==> config.mk <==
export PLATFORM = sky130hd
export DESIGN_NAME = irq_enc_4x2
export DESIGN_NICKNAME = d
export VERILOG_FILES = /design/src/rtl/irq_enc_pkg.sv /design/src/rtl/irq_enc_4x2_pick.sv /design/src/rtl/irq_enc_4x2.sv
export SDC_FILE = /design/constraint.sdc
export NUM_CORES = 1
export LEC_CHECK = 0
export BUFFER_PORTS_ARGS = -buffer_cell sky130_fd_sc_hd__buf_2
export CORE_AREA = 5 5 42 44
export CTS_CLUSTER_SIZE = 24
export DETAILED_ROUTE_END_ITERATION = 8
export DIE_AREA = 0 0 47 49
export GPL_TIMING_DRIVEN = 0
export HOLD_SLACK_MARGIN = 0.15
export SYNTH_ARGS = -nofsm -noshare
export SYNTH_HDL_FRONTEND = slang
export SYNTH_SLANG_ARGS = --single-unit
==> constraint.sdc <==
create_clock -name clk -period 3.05 [get_ports clk]
set_input_delay 0.1525 -clock clk [delete_from_list [all_inputs] [get_ports clk]]
set_output_delay 0.1525 -clock clk [all_outputs]
set_load 0.1 [all_outputs]
==> src/rtl/irq_enc_pkg.sv <==
// Shared types and constants for the 4-to-2 request encoder.
// Imported by the picker and the top-level encoder.
package irq_enc_pkg;

    localparam int N_REQ         = 4;
    localparam int IDX_W         = 2;
    localparam int RR_MODE_FIXED = 0;
    localparam int RR_MODE_RR    = 1;

    typedef enum logic {
        IDLE  = 1'b0,
        OFFER = 1'b1
    } state_t;

endpackage

==> src/rtl/irq_enc_4x2_pick.sv <==
// Combinational picker: fixed priority (highest bit) or
// round-robin starting one past the last grant.
module enc_pick
    import irq_enc_pkg::*;
(
    input  logic [N_REQ-1:0] pend,
    input  logic [IDX_W-1:0] last,
    input  logic             mode,
    output logic [IDX_W-1:0] idx,
    output logic             any_set
);

    logic [IDX_W-1:0] j;

    always_comb begin
        idx     = '0;
        j       = '0;
        any_set = |pend;
        if (mode) begin
            // Scan far-to-near so the nearest bit after last wins.
            for (int k = N_REQ; k >= 1; k--) begin
                j = last + IDX_W'(k);
                if (pend[j]) idx = j;
            end
        end else begin
            for (int i = 0; i < N_REQ; i++) begin
                if (pend[i]) idx = IDX_W'(i);
            end
        end
    end

endmodule

==> src/rtl/irq_enc_4x2.sv <==
// Sequential 4-to-2 request encoder with pending latch,
// valid/ready offer and lost-request pulse.
module irq_enc_4x2
    import irq_enc_pkg::*;
#(
    parameter int RR_MODE = RR_MODE_FIXED
) (
    input  logic             clk,
    input  logic             rst,
    input  logic [N_REQ-1:0] req_in,
    output logic             out_valid,
    output logic [IDX_W-1:0] out_idx,
    input  logic             out_ready,
    output logic [N_REQ-1:0] pending,
    output logic             lost
);

    localparam logic MODE = (RR_MODE == RR_MODE_RR);

    state_t           state, state_nx;
    logic             valid_nx;
    logic [IDX_W-1:0] idx_nx;
    logic [IDX_W-1:0] last, last_nx;
    logic [N_REQ-1:0] clr;
    logic [N_REQ-1:0] pend_nx;
    logic             lost_nx;
    logic             hs;
    logic [IDX_W-1:0] pick_idx;
    logic             pick_any;

    enc_pick u_pick (
        .pend    (pending),
        .last    (last),
        .mode    (MODE),
        .idx     (pick_idx),
        .any_set (pick_any)
    );

    assign hs = out_valid & out_ready;

    always_comb begin
        clr = '0;
        for (int i = 0; i < N_REQ; i++) begin
            clr[i] = hs && (out_idx == IDX_W'(i));
        end
    end

    // Set wins over clear on the same bit.
    assign pend_nx = req_in | (pending & ~clr);
    assign lost_nx = |(req_in & pending & ~clr);

    always_comb begin
        state_nx = state;
        valid_nx = out_valid;
        idx_nx   = out_idx;
        last_nx  = last;
        unique case (state)
            IDLE: begin
                valid_nx = 1'b0;
                if (pick_any) begin
                    idx_nx   = pick_idx;
                    valid_nx = 1'b1;
                    state_nx = OFFER;
                end
            end
            OFFER: begin
                if (out_ready) begin
                    valid_nx = 1'b0;
                    last_nx  = out_idx;
                    state_nx = IDLE;
                end
            end
            default: state_nx = IDLE;
        endcase
    end

    always_ff @(posedge clk) begin
        if (rst) begin
            state     <= IDLE;
            out_valid <= 1'b0;
            out_idx   <= '0;
            last      <= IDX_W'(N_REQ - 1);
            pending   <= '0;
            lost      <= 1'b0;
        end else begin
            state     <= state_nx;
            out_valid <= valid_nx;
            out_idx   <= idx_nx;
            last      <= last_nx;
            pending   <= pend_nx;
            lost      <= lost_nx;
        end
    end

endmodule

==> out/metrics.yaml, run 1 <==
critical_path:
  cpMaxStageDelayCell: "sky130_fd_sc_hd__buf_2"
  reg2reg_setup_slack_ps: 1750
  reg_to_reg_endpoint: "out_idx[0]$_SDFFE_PP0P_"
  max_incr_delay_on_cp_ps: 470
  critical_path.endpoint_type: "output port"
  setup.worst_path.class: "flop to output port"
  reg2regPathDepth: 3
  critPathCapture: "out_idx[1]"
  cp_max_fo: 7
  timing.rr.start: "pending[1]$_SDFF_PP0_"
  cp-start-kind: "flop"
  startpoint: "out_idx[1]$_SDFFE_PP0P_"
  path_depth: 1
  timing.critical_path.required_ps: 2900
  cp_data_arrival_time_ps: 1180
  worstPathCellList: "buf_2"
  timing.critical_path.buf_inv: 1
  top_cell_family_by_delay_on_the_critical_path: "buffers and inverters"
floorplan:
  die_w_um: 47
  chipHeight_um: 49
  floorplan.core_area_um2: 1400
  io-pin-count: 15
  rows: 14
  floorplan.die_area_um2: 2300
  floorplan.initialDensity_pct: 26.9
sta:
  post-route-min-period_ps: 1330
  finalSetupTns_ps: 0
  tightestPinTransition_ps: 491
  max_freq_mhz: 753
  final.setup_skew_ps: 4.80
  grt_setup_unrepaired: "false"
  hold_viol: 0
  count_of_final_setup_violators: 0
  worst_slew_margin_rel_pct: 67.5
  drv_slew: 0
  layout_worst_path_cycle_share_pct: 43.6
layout:
  register_area_um2: 180
  finalNonFillerCells: 80
  number_of_filler_instances_in_the_final_layout: 156
  finalCoreUtilization_pct: 37.7
  multi_input_area_um2: 181
  area_growth_from_synthesis_to_final_layout_pct: 40.2
  drive_gt1_share_pct: 28.1
  insertedDiodeCount: 0
  nets: 72
pwr:
  total_leakage_power_nw: 0.223
  cellPowerDensity_nw_per_um2: 670
  vdd_drop_max_v: 0.000268
clocking:
  clock_insertion_delay_worst_skew_ps: 260
  htree_num_levels: 1
  cts_max_path_buffers: 2
  cts_sinks: 9
  clk_transition_reported_paths_ps: 60
  tritoncts: "done"
  clock_tree.root_cell: "sky130_fd_sc_hd__clkbuf_4"
  cts-buffers-inserted: 3
  ctsResizeCount: 0
global_routing:
  grt_start_max_net_pins: 10
  grt_pass1_vias: 324
  antenna_found_initial: 0
  grt_pass1_wl_mm: 1.40
  global_route.usage.total_pct: 8.55
  grt_overflow_total: 0
routing:
  drc: 0
  vias_per_cell: 4.91
  detail_route.wirelength_um: 909
  vias: 393
  drt_iter0_drc: 10
  wl_per_cell_um: 11.4
  drt-pass1-iter-count: 4
  ant_nets: 0
status:
  status: "finished clean"
synthesis:
  synth-seq-cells: 9
  synth_top_area_share_pct: 47.8
  portion_of_the_post_synthesis_area_used_by_sequential_elements_pct: 47.8
  postSynthAreaPerCell_um2: 8.76
  synthCells: 43
  synth_area_leaders: "sky130_fd_sc_hd__dfxtp_1 48%, sky130_fd_sc_hd__a21oi_1 12%, sky130_fd_sc_hd__nand4b_1 4.7%, sky130_fd_sc_hd__nand3_1 4.0%, sky130_fd_sc_hd__a311oi_2 4.0%"
  synth_cell_types: 17
  post_synthesis_instance_area_um2: 377
  synth.largest_area_cell: "sky130_fd_sc_hd__dfxtp_1"
  synthesized_nets: 50
  synth_warnings: 0
placement:
  place_congestion: 0.746
  port_buffers: 13
  placed_cells_incl_taps: 72
min_path:
  timing.hold.worst.class: "primary input to flop"
  hold_path_startpoint: "out_ready"
job:
  max-cap-violations: 0
worst min-delay path by stage:
stage	endpoint	slack (ps)	cells after the start
floorplan	pending[1]$_SDFF_PP0_	270	2
global placement	pending[1]$_SDFF_PP0_	380	3
detailed placement	pending[1]$_SDFF_PP0_	390	3
CTS	state$_SDFF_PP0_	230	3
global route	state$_SDFF_PP0_	260	3
finish	out_valid$_SDFFE_PP0P_	230	3
kinds of logic (layout without fill, tap and decap cells):
group	count (synthesis)	in the layout	share of synthesized area [%]
simple gates	15	15	22.9
flops	9	9	47.8
compound gates	15	15	25.2
buf+inv	4	25	3.99
layer usage:
layer	up-vias	routed length [µm]	share of wire, %	global-route usage, %
met3	2	67	7.4	2.21
met5	-	0	0	0
met2	10	375	41	10.6
met4	0	14	1.5	6.91
met1	179	452	50	11.8
li1	202	-	-	-
final cells by class:
cell class | instances | share of cell area (%)
multi-input combinational | 30 | 34.4
sequential | 9 | 34.1
timing repair buffer | 17 | 19.9
clock buffer | 4 | 4.98
tap | 16 | 3.79
inverter | 3 | 2.13
buffer | 1 | 0.711
Yosys cell counts:
master / number
sky130_fd_sc_hd__nand2_1: 2
sky130_fd_sc_hd__o311ai_0: 1
sky130_fd_sc_hd__buf_1: 1
sky130_fd_sc_hd__nand3b_1: 1
sky130_fd_sc_hd__nor2_1: 4
sky130_fd_sc_hd__nand3_1: 3
sky130_fd_sc_hd__inv_1: 3
sky130_fd_sc_hd__a311oi_2: 1
sky130_fd_sc_hd__a21oi_1: 9
sky130_fd_sc_hd__o21ai_0: 2
sky130_fd_sc_hd__nand2b_1: 1
sky130_fd_sc_hd__a41oi_1: 1
sky130_fd_sc_hd__dfxtp_1: 9
sky130_fd_sc_hd__nand4b_1: 2
sky130_fd_sc_hd__or4_4: 1
sky130_fd_sc_hd__o31ai_1: 1
sky130_fd_sc_hd__nand4_1: 1
state kept, by name, summed over array words and instances (netlist names):
signal	cells
pending	4
out_valid	1
state	1
lost	1
out_idx	2
stage by stage:
| step | setup slack (ps) | cell area, µm² | total power [W] | hold WS (ps) |
|---|---|---|---|---|
| 2_1_floorplan | 1330 | 377 | 0.000237 | 270 |
| 3_3_place_gp | 1770 | 462 | 0.000256 | 380 |
| 3_5_place_dp | 1770 | 462 | 0.000257 | 386 |
| 4_1_cts | 1720 | 528 | 0.000356 | 228 |
| 5_1_grt | 1680 | 528 | 0.000371 | 257 |
| 6_report | 1720 | 528 | 0.000354 | 235 |
cells in the final DEF, fill, tap and decap left out:
| cell type | instances |
|---|---|
| sky130_fd_sc_hd__clkbuf_1 | 1 |
| sky130_fd_sc_hd__buf_2 | 13 |
| sky130_fd_sc_hd__dlygate4sd3_1 | 4 |
| sky130_fd_sc_hd__clkbuf_4 | 3 |
| sky130_fd_sc_hd__or4_4 | 1 |
| sky130_fd_sc_hd__a311oi_2 | 1 |
| sky130_fd_sc_hd__nand3b_1 | 1 |
| sky130_fd_sc_hd__nand4_1 | 1 |
| sky130_fd_sc_hd__inv_1 | 3 |
| sky130_fd_sc_hd__nand4b_1 | 2 |
| sky130_fd_sc_hd__a41oi_1 | 1 |
| sky130_fd_sc_hd__o31ai_1 | 1 |
| sky130_fd_sc_hd__buf_1 | 1 |
| sky130_fd_sc_hd__nand2b_1 | 1 |
| sky130_fd_sc_hd__o311ai_0 | 1 |
| sky130_fd_sc_hd__nand3_1 | 3 |
| sky130_fd_sc_hd__o21ai_0 | 2 |
| sky130_fd_sc_hd__a21oi_1 | 9 |
| sky130_fd_sc_hd__nor2_1 | 4 |
| sky130_fd_sc_hd__dfxtp_1 | 9 |
| sky130_fd_sc_hd__nand2_1 | 2 |
power breakdown:
group / leakage (nW) / switching, W / internal [W]
clock: 0.0150 / 0.0000448 / 0.0000505
combinational: 0.133 / 0.0000906 / 0.0000248
sequential: 0.0753 / 0.0000144 / 0.000129
total: 0.223 / 0.000150 / 0.000204
timing repair:
item | 4_1_cts | 5_1_grt
hold endpoints to repair | 4 | 0
buffers inserted | 0 | 0
hold buffers | 4 | 0
No activity file was read; power rests on OpenSTA's default activity.
==> inputs of run 2 (changes only) <==
==> constraint.sdc (replaced) <==
create_clock -name clk -period 1.4 [get_ports clk]
set_input_delay 0.07 -clock clk [delete_from_list [all_inputs] [get_ports clk]]
set_output_delay 0.07 -clock clk [all_outputs]
set_load 0.1 [all_outputs]
==> out/metrics.yaml, run 2 (synthesis gave the netlist of run 1 again) <==
status:
  status: "finished clean"
placement:
  dp_worst_setup_slack_ps: 130  # -1640 ps
  port_buffers: 13  # unchanged
  placed_cells_incl_taps: 72  # unchanged
  place_congestion: 0.744  # -0.20%
  dp.final_hpwl_um: 669
critical_path:
  timing.rr.start: "pending[1]$_SDFF_PP0_"
  max_incr_delay_on_cp_ps: 550  # +80 ps
  reg_to_reg_endpoint: "out_idx[0]$_SDFFE_PP0P_"
  cp-start-kind: "flop"
  timing.critical_path.required_ps: 1530  # -1370 ps
  worstPathCellList: "or4_4 -> a21oi_1 -> a311oi_2"
  setup.worst_path.class: "flop to flop"
  cpMaxStageDelayCell: "sky130_fd_sc_hd__or4_4"
  critical_path.endpoint_type: "flop"
  cp_max_fo: 6  # -1
  reg2reg_setup_slack_ps: 120  # -1630 ps
  cp_data_arrival_time_ps: 1420  # +240 ps
  reg2regPathDepth: 3  # unchanged
routing:
  drt-pass1-iter-count: 4  # unchanged
  ant_nets: 0  # unchanged
  drc: 0  # unchanged
  drt_iter0_drc: 18  # +8
  detail_route.wirelength_um: 928  # +2.1%
  vias: 411  # +4.6%
  wl_per_cell_um: 11.5  # +0.83%
  vias_per_cell: 5.07  # +3.3%
global_routing:
  grt_start_max_net_pins: 10  # unchanged
  grt_pass1_wl_mm: 1.71  # +22%
  global_route.usage.total_pct: 9.96  # +1.4 points
  grt_overflow_total: 0  # unchanged
  grt_pass1_vias: 371  # +15%
  antenna_found_initial: 0  # unchanged
layout:
  register_area_um2: 189  # +4.9%
  largest_register_ffs: 4  # unchanged
  largest_register: "pending"
  number_of_filler_instances_in_the_final_layout: 156  # unchanged
  insertedDiodeCount: 0  # unchanged
  layout.cells.most_common_list: "13 x sky130_fd_sc_hd__buf_2, 9 x sky130_fd_sc_hd__a21oi_1, 7 x sky130_fd_sc_hd__dfxtp_2"
  finalNonFillerCells: 81  # +1.3%
  nets: 73  # +1.4%
  layout.cells.most_common: "sky130_fd_sc_hd__buf_2"
  finalCoreUtilization_pct: 39.0  # +1.3 points
  drive_gt1_share_pct: 38.5  # +10 points
  multi_input_area_um2: 181  # unchanged
  reg_top3: "pending x4, out_idx x2"
  area_growth_from_synthesis_to_final_layout_pct: 45.2
clocking:
  tritoncts: "done"
  ctsResizeCount: 0  # unchanged
  cts-buffers-inserted: 3  # unchanged
  clock_insertion_delay_worst_skew_ps: 260  # about the same
  clock_tree.root_cell: "sky130_fd_sc_hd__clkbuf_4"
  post_cts_buffers: 0  # unchanged
  hold_buffers: 5  # +1
  cts_max_path_buffers: 2  # unchanged
  htree_num_levels: 1  # unchanged
  clk_transition_reported_paths_ps: 60  # about the same
  cts_sinks: 9  # unchanged
floorplan:
  rows: 14  # unchanged
  chipHeight_um: 49  # unchanged
  floorplan.die_area_um2: 2300  # unchanged
  io-pin-count: 15  # unchanged
  floorplan.initialDensity_pct: 26.9  # unchanged
  die_w_um: 47  # unchanged
  floorplan.core_area_um2: 1400  # unchanged
sta:
  worst_slew_margin_rel_pct: 67.8  # +0.25 points
  grt_setup_unrepaired: "false"
  drv_slew: 0  # unchanged
  layout_worst_path_cycle_share_pct: 91.7
  max_freq_mhz: 779
  final.setup_skew_ps: 0.537  # -4.26 ps
  final_worst_setup_slack_ps: 116  # -1610 ps
  post-route-min-period_ps: 1280
  hold_viol: 0  # unchanged
  tightestPinTransition_ps: 487  # -3.76 ps
  count_of_final_setup_violators: 0  # unchanged
min_path:
  hold_path_startpoint: "rst"
  timing.hold.worst.class: "primary input to flop"
  worst_hold_path.num_cells: 2  # -1
  worstHoldEndpoint: "pending[3]$_SDFF_PP0_"
pwr:
  total_leakage_power_nw: 0.229  # +2.5%
  cellPowerDensity_nw_per_um2: 1420  # +110%
  vdd_drop_max_v: 0.000671  # +150%
job:
  max-cap-violations: 0  # unchanged
run 2: worst max-delay path by stage:
stage | slack [ps] | startpoint | cells after the start | to
2_1_floorplan | -70 | pending[1]$_SDFF_PP0_ | 3 | out_idx[0]$_SDFFE_PP0P_
3_3_place_gp | 140 | pending[1]$_SDFF_PP0_ | 3 | out_idx[0]$_SDFFE_PP0P_
3_5_place_dp | 130 | pending[1]$_SDFF_PP0_ | 3 | out_idx[0]$_SDFFE_PP0P_
4_1_cts | 120 | pending[1]$_SDFF_PP0_ | 3 | out_idx[0]$_SDFFE_PP0P_
5_1_grt | 70 | pending[1]$_SDFF_PP0_ | 3 | out_idx[0]$_SDFFE_PP0P_
6_report | 120 | pending[1]$_SDFF_PP0_ | 3 | out_idx[0]$_SDFFE_PP0P_
run 2: area by class of cell:
cell class	instances	share of cell area, %
Timing Repair Buffer	18	21.1
Inverter	3	2.06
Tap cell	16	3.66
Multi-Input combinational cell	30	33.2
Sequential cell	9	34.6
Clock buffer	4	4.81
Buffer	1	0.686
run 2: through the flow:
stage          hold slack (ps)  area [µm²]  setup TNS (ps)  power, W
5_1_grt                    231         547               0  0.000816
3_5_place_dp               302         470               0  0.000565
6_report                   182         547               0  0.000774
4_1_cts                    203         547               0  0.000774
2_1_floorplan              187         385           -68.4  0.000521
3_3_place_gp               297         470               0  0.000563
run 2: report_power, final:
part / internal [W] / leakage [nW] / switching (W)
clock: 0.000110 / 0.0150 / 0.0000934
combinational: 0.0000561 / 0.137 / 0.000198
sequential: 0.000285 / 0.0768 / 0.0000315
run 2: per-layer routing:
metal | up-vias | track usage [%] | wire length [µm]
met5 | - | 0 | 0
met4 | 0 | 4.15 | 17
met3 | 4 | 2.21 | 68
met2 | 16 | 13.6 | 403
met1 | 187 | 14.7 | 439
li1 | 204 | - | -
run 2: worst max-delay path, delay by kind of cell (launching register included):
kind               cells  cell delay, ps
and+or+nand+nor        1             550
DFF                    1             350
AOI/OAI and AO/OA      2             260
==> inputs of run 3 (changes only) <==
--- a/config.mk
+++ b/config.mk
@@ -6,12 +6,15 @@
 export NUM_CORES = 1
 export LEC_CHECK = 0
 export BUFFER_PORTS_ARGS = -buffer_cell sky130_fd_sc_hd__buf_2
+export CELL_PAD_IN_SITES_DETAIL_PLACEMENT = 1
+export CELL_PAD_IN_SITES_GLOBAL_PLACEMENT = 1
 export CORE_AREA = 5 5 42 44
 export CTS_CLUSTER_SIZE = 24
 export DETAILED_ROUTE_END_ITERATION = 8
 export DIE_AREA = 0 0 47 49
 export GPL_TIMING_DRIVEN = 0
 export HOLD_SLACK_MARGIN = 0.15
+export PLACE_DENSITY_LB_ADDON = 0.1
 export SYNTH_ARGS = -nofsm -noshare
 export SYNTH_HDL_FRONTEND = slang
 export SYNTH_SLANG_ARGS = --single-unit
==> out/metrics.yaml, run 3 (synthesis gave the netlist of run 1 again) <==
status:
  status: "finished clean"
layout:
  number_of_filler_instances_in_the_final_layout: 181  # +16%
  insertedDiodeCount: 0  # unchanged
  layout.cells.most_common_list: "13 x sky130_fd_sc_hd__buf_2, 9 x sky130_fd_sc_hd__a21oi_1, 7 x sky130_fd_sc_hd__dfxtp_2"
  area_growth_from_synthesis_to_final_layout_pct: 45.2  # unchanged
  nets: 73  # unchanged
  layout.cells.most_common: "sky130_fd_sc_hd__buf_2"
  largest_register: "pending"
  drive_gt1_share_pct: 38.5  # unchanged
  design_area_um2: 547  # unchanged
  largest_register_ffs: 4  # unchanged
  reg_top3: "pending x4, out_idx x2"
floorplan:
  rows: 14  # unchanged
  chipHeight_um: 49  # unchanged
  die_w_um: 47  # unchanged
  io-pin-count: 15  # unchanged
  floorplan.initialDensity_pct: 26.9  # unchanged
  floorplan.core_area_um2: 1400  # unchanged
  floorplan.die_area_um2: 2300  # unchanged
global_routing:
  global_route.usage.met1_pct: 11.5  # -3.2 points
  global_route.peak_usage_layer: "met2"
  grt_start_max_net_pins: 10  # unchanged
  grt_pass1_wl_mm: 1.70  # -0.41%
  grt_pass1_vias: 402  # +8.4%
  globalRouteMet3Util_pct: 6.64  # +4.4 points
  global_route.usage.total_pct: 10.6  # +0.68 points
  antenna_found_initial: 0  # unchanged
  grt_overflow_total: 0  # unchanged
  groute.layer.met2.usage_pct: 15.6  # +2.0 points
sta:
  post-route-min-period_ps: 1280  # -0.863 ps
  grt_setup_unrepaired: "false"
  layout_worst_path_cycle_share_pct: 91.7  # about the same
  drv_slew: 0  # unchanged
  hold_viol: 0  # unchanged
  final_worst_setup_slack_ps: 117  # +0.863 ps
  worst_slew_margin_rel_pct: 67.6  # -0.11 points
  tightestPinTransition_ps: 489  # +1.70 ps
  max_freq_mhz: 779  # about the same
  finalSetupTns_ps: 0  # unchanged
  final.setup_skew_ps: 5.07  # +4.53 ps
  count_of_final_setup_violators: 0  # unchanged
placement:
  place_congestion: 0.683  # -8.3%
  dp_worst_setup_slack_ps: 126  # -4.38 ps
  postPlaceCellArea_um2: 470  # unchanged
  port_buffers: 13  # unchanged
routing:
  ant_nets: 0  # unchanged
  drt_iter0_drc: 2  # -16
  vias: 397  # -3.4%
  detail_route.wirelength_mm: 1.01  # +8.4%
  drt-pass1-iter-count: 4  # unchanged
  wl_per_cell_um: 12.4  # +8.4%
  drc: 0  # unchanged
  vias_per_cell: 4.90  # -3.4%
pwr:
  total_leakage_power_nw: 0.229  # unchanged
  cellPowerDensity_nw_per_um2: 1410  # -0.40%
  vdd_drop_max_v: 0.000432  # -36%
  post-layout-total-power_w: 0.000771  # -0.40%
min_path:
  timing.hold.worst.class: "primary input to flop"
  hold_path_startpoint: "rst"
clocking:
  htree_num_levels: 1  # unchanged
  ctsResizeCount: 0  # unchanged
  clk_transition_reported_paths_ps: 60  # about the same
  cts-buffers-inserted: 3  # unchanged
  post_cts_buffers: 0  # unchanged
  clock_tree.root_cell: "sky130_fd_sc_hd__clkbuf_4"
  cts_sinks: 9  # unchanged
  clock_insertion_delay_worst_skew_ps: 270  # about the same
  cts_max_path_buffers: 2  # unchanged
  tritoncts: "done"
  hold_buffers: 5  # unchanged
critical_path:
  timing.rr.start: "pending[1]$_SDFF_PP0_"
  cpMaxStageDelayCell: "sky130_fd_sc_hd__or4_4"
  reg2reg_setup_slack_ps: 120  # about the same
  startpoint: "pending[1]$_SDFF_PP0_"
  cp_max_fo: 6  # unchanged
  timing.critical_path.required_ps: 1540  # about the same
  worstPathCellList: "or4_4 -> a21oi_1 -> a311oi_2"
  cp_data_arrival_time_ps: 1420  # about the same
  critical_path.endpoint_type: "flop"
  max_incr_delay_on_cp_ps: 560  # about the same
  cp-start-kind: "flop"
  setup.worst_path.class: "flop to flop"
job:
  max-cap-violations: 0  # unchanged
run 3: cell counts in the layout (fill, tap and decap cells not counted):
No cell type changed its count.
run 3: path summary, 6_finish.rpt:
path / to / cells past startpoint
worst max-delay path: out_idx[0]$_SDFFE_PP0P_ / 3
worst max register to register: out_idx[0]$_SDFFE_PP0P_ / 3
worst min register to register: pending[0]$_SDFF_PP0_ / 2
worst min-delay path: pending[3]$_SDFF_PP0_ / 2
run 3: power breakdown:
part	switching (W)	internal [W]	leakage [nW]	total, W
logic	0.000199	0.0000561	0.137	0.000255
registers	0.0000302	0.000285	0.0768	0.000316
clock network	0.0000906	0.000110	0.0150	0.000200
run 3: worst max-delay path, delay by kind of cell, from the launching register on:
family	cells	cell delay (ps)
AOI/OAI and AO/OA	2	250
and+or+nand+nor	1	560
DFF	1	340
run 3: through the flow:
| step | cells | util, % | hold WS (ps) |
|---|---|---|---|
| 6_report | 81 | 39.0 | 176 |
| 5_1_grt | 81 | 39.0 | 233 |
| 4_1_cts | 81 | 39.0 | 186 |
| 3_5_place_dp | 72 | 33.6 | 309 |
| 3_3_place_gp | 72 | 33.6 | 301 |
| 2_1_floorplan | 43 | - | 187 |
run 3: layer usage:
| layer | up-vias | wire, µm | share of wire [%] |
|---|---|---|---|
| li1 | 203 | - | - |
| met1 | 181 | 440 | 44 |
| met2 | 10 | 475 | 47 |
| met3 | 3 | 74 | 7.4 |
| met4 | 0 | 15 | 1.5 |
| met5 | - | 0 | 0 |
run 3: layout make-up:
cell class	count	area (µm²)	share of cell area [%]
buffer	1	3.75	0.686
clock buffer	4	26.3	4.81
inverter	3	11.3	2.06
multi-input combinational	30	181	33.2
sequential	9	189	34.6
tap	16	20.0	3.66
timing repair buffer	18	115	21.1
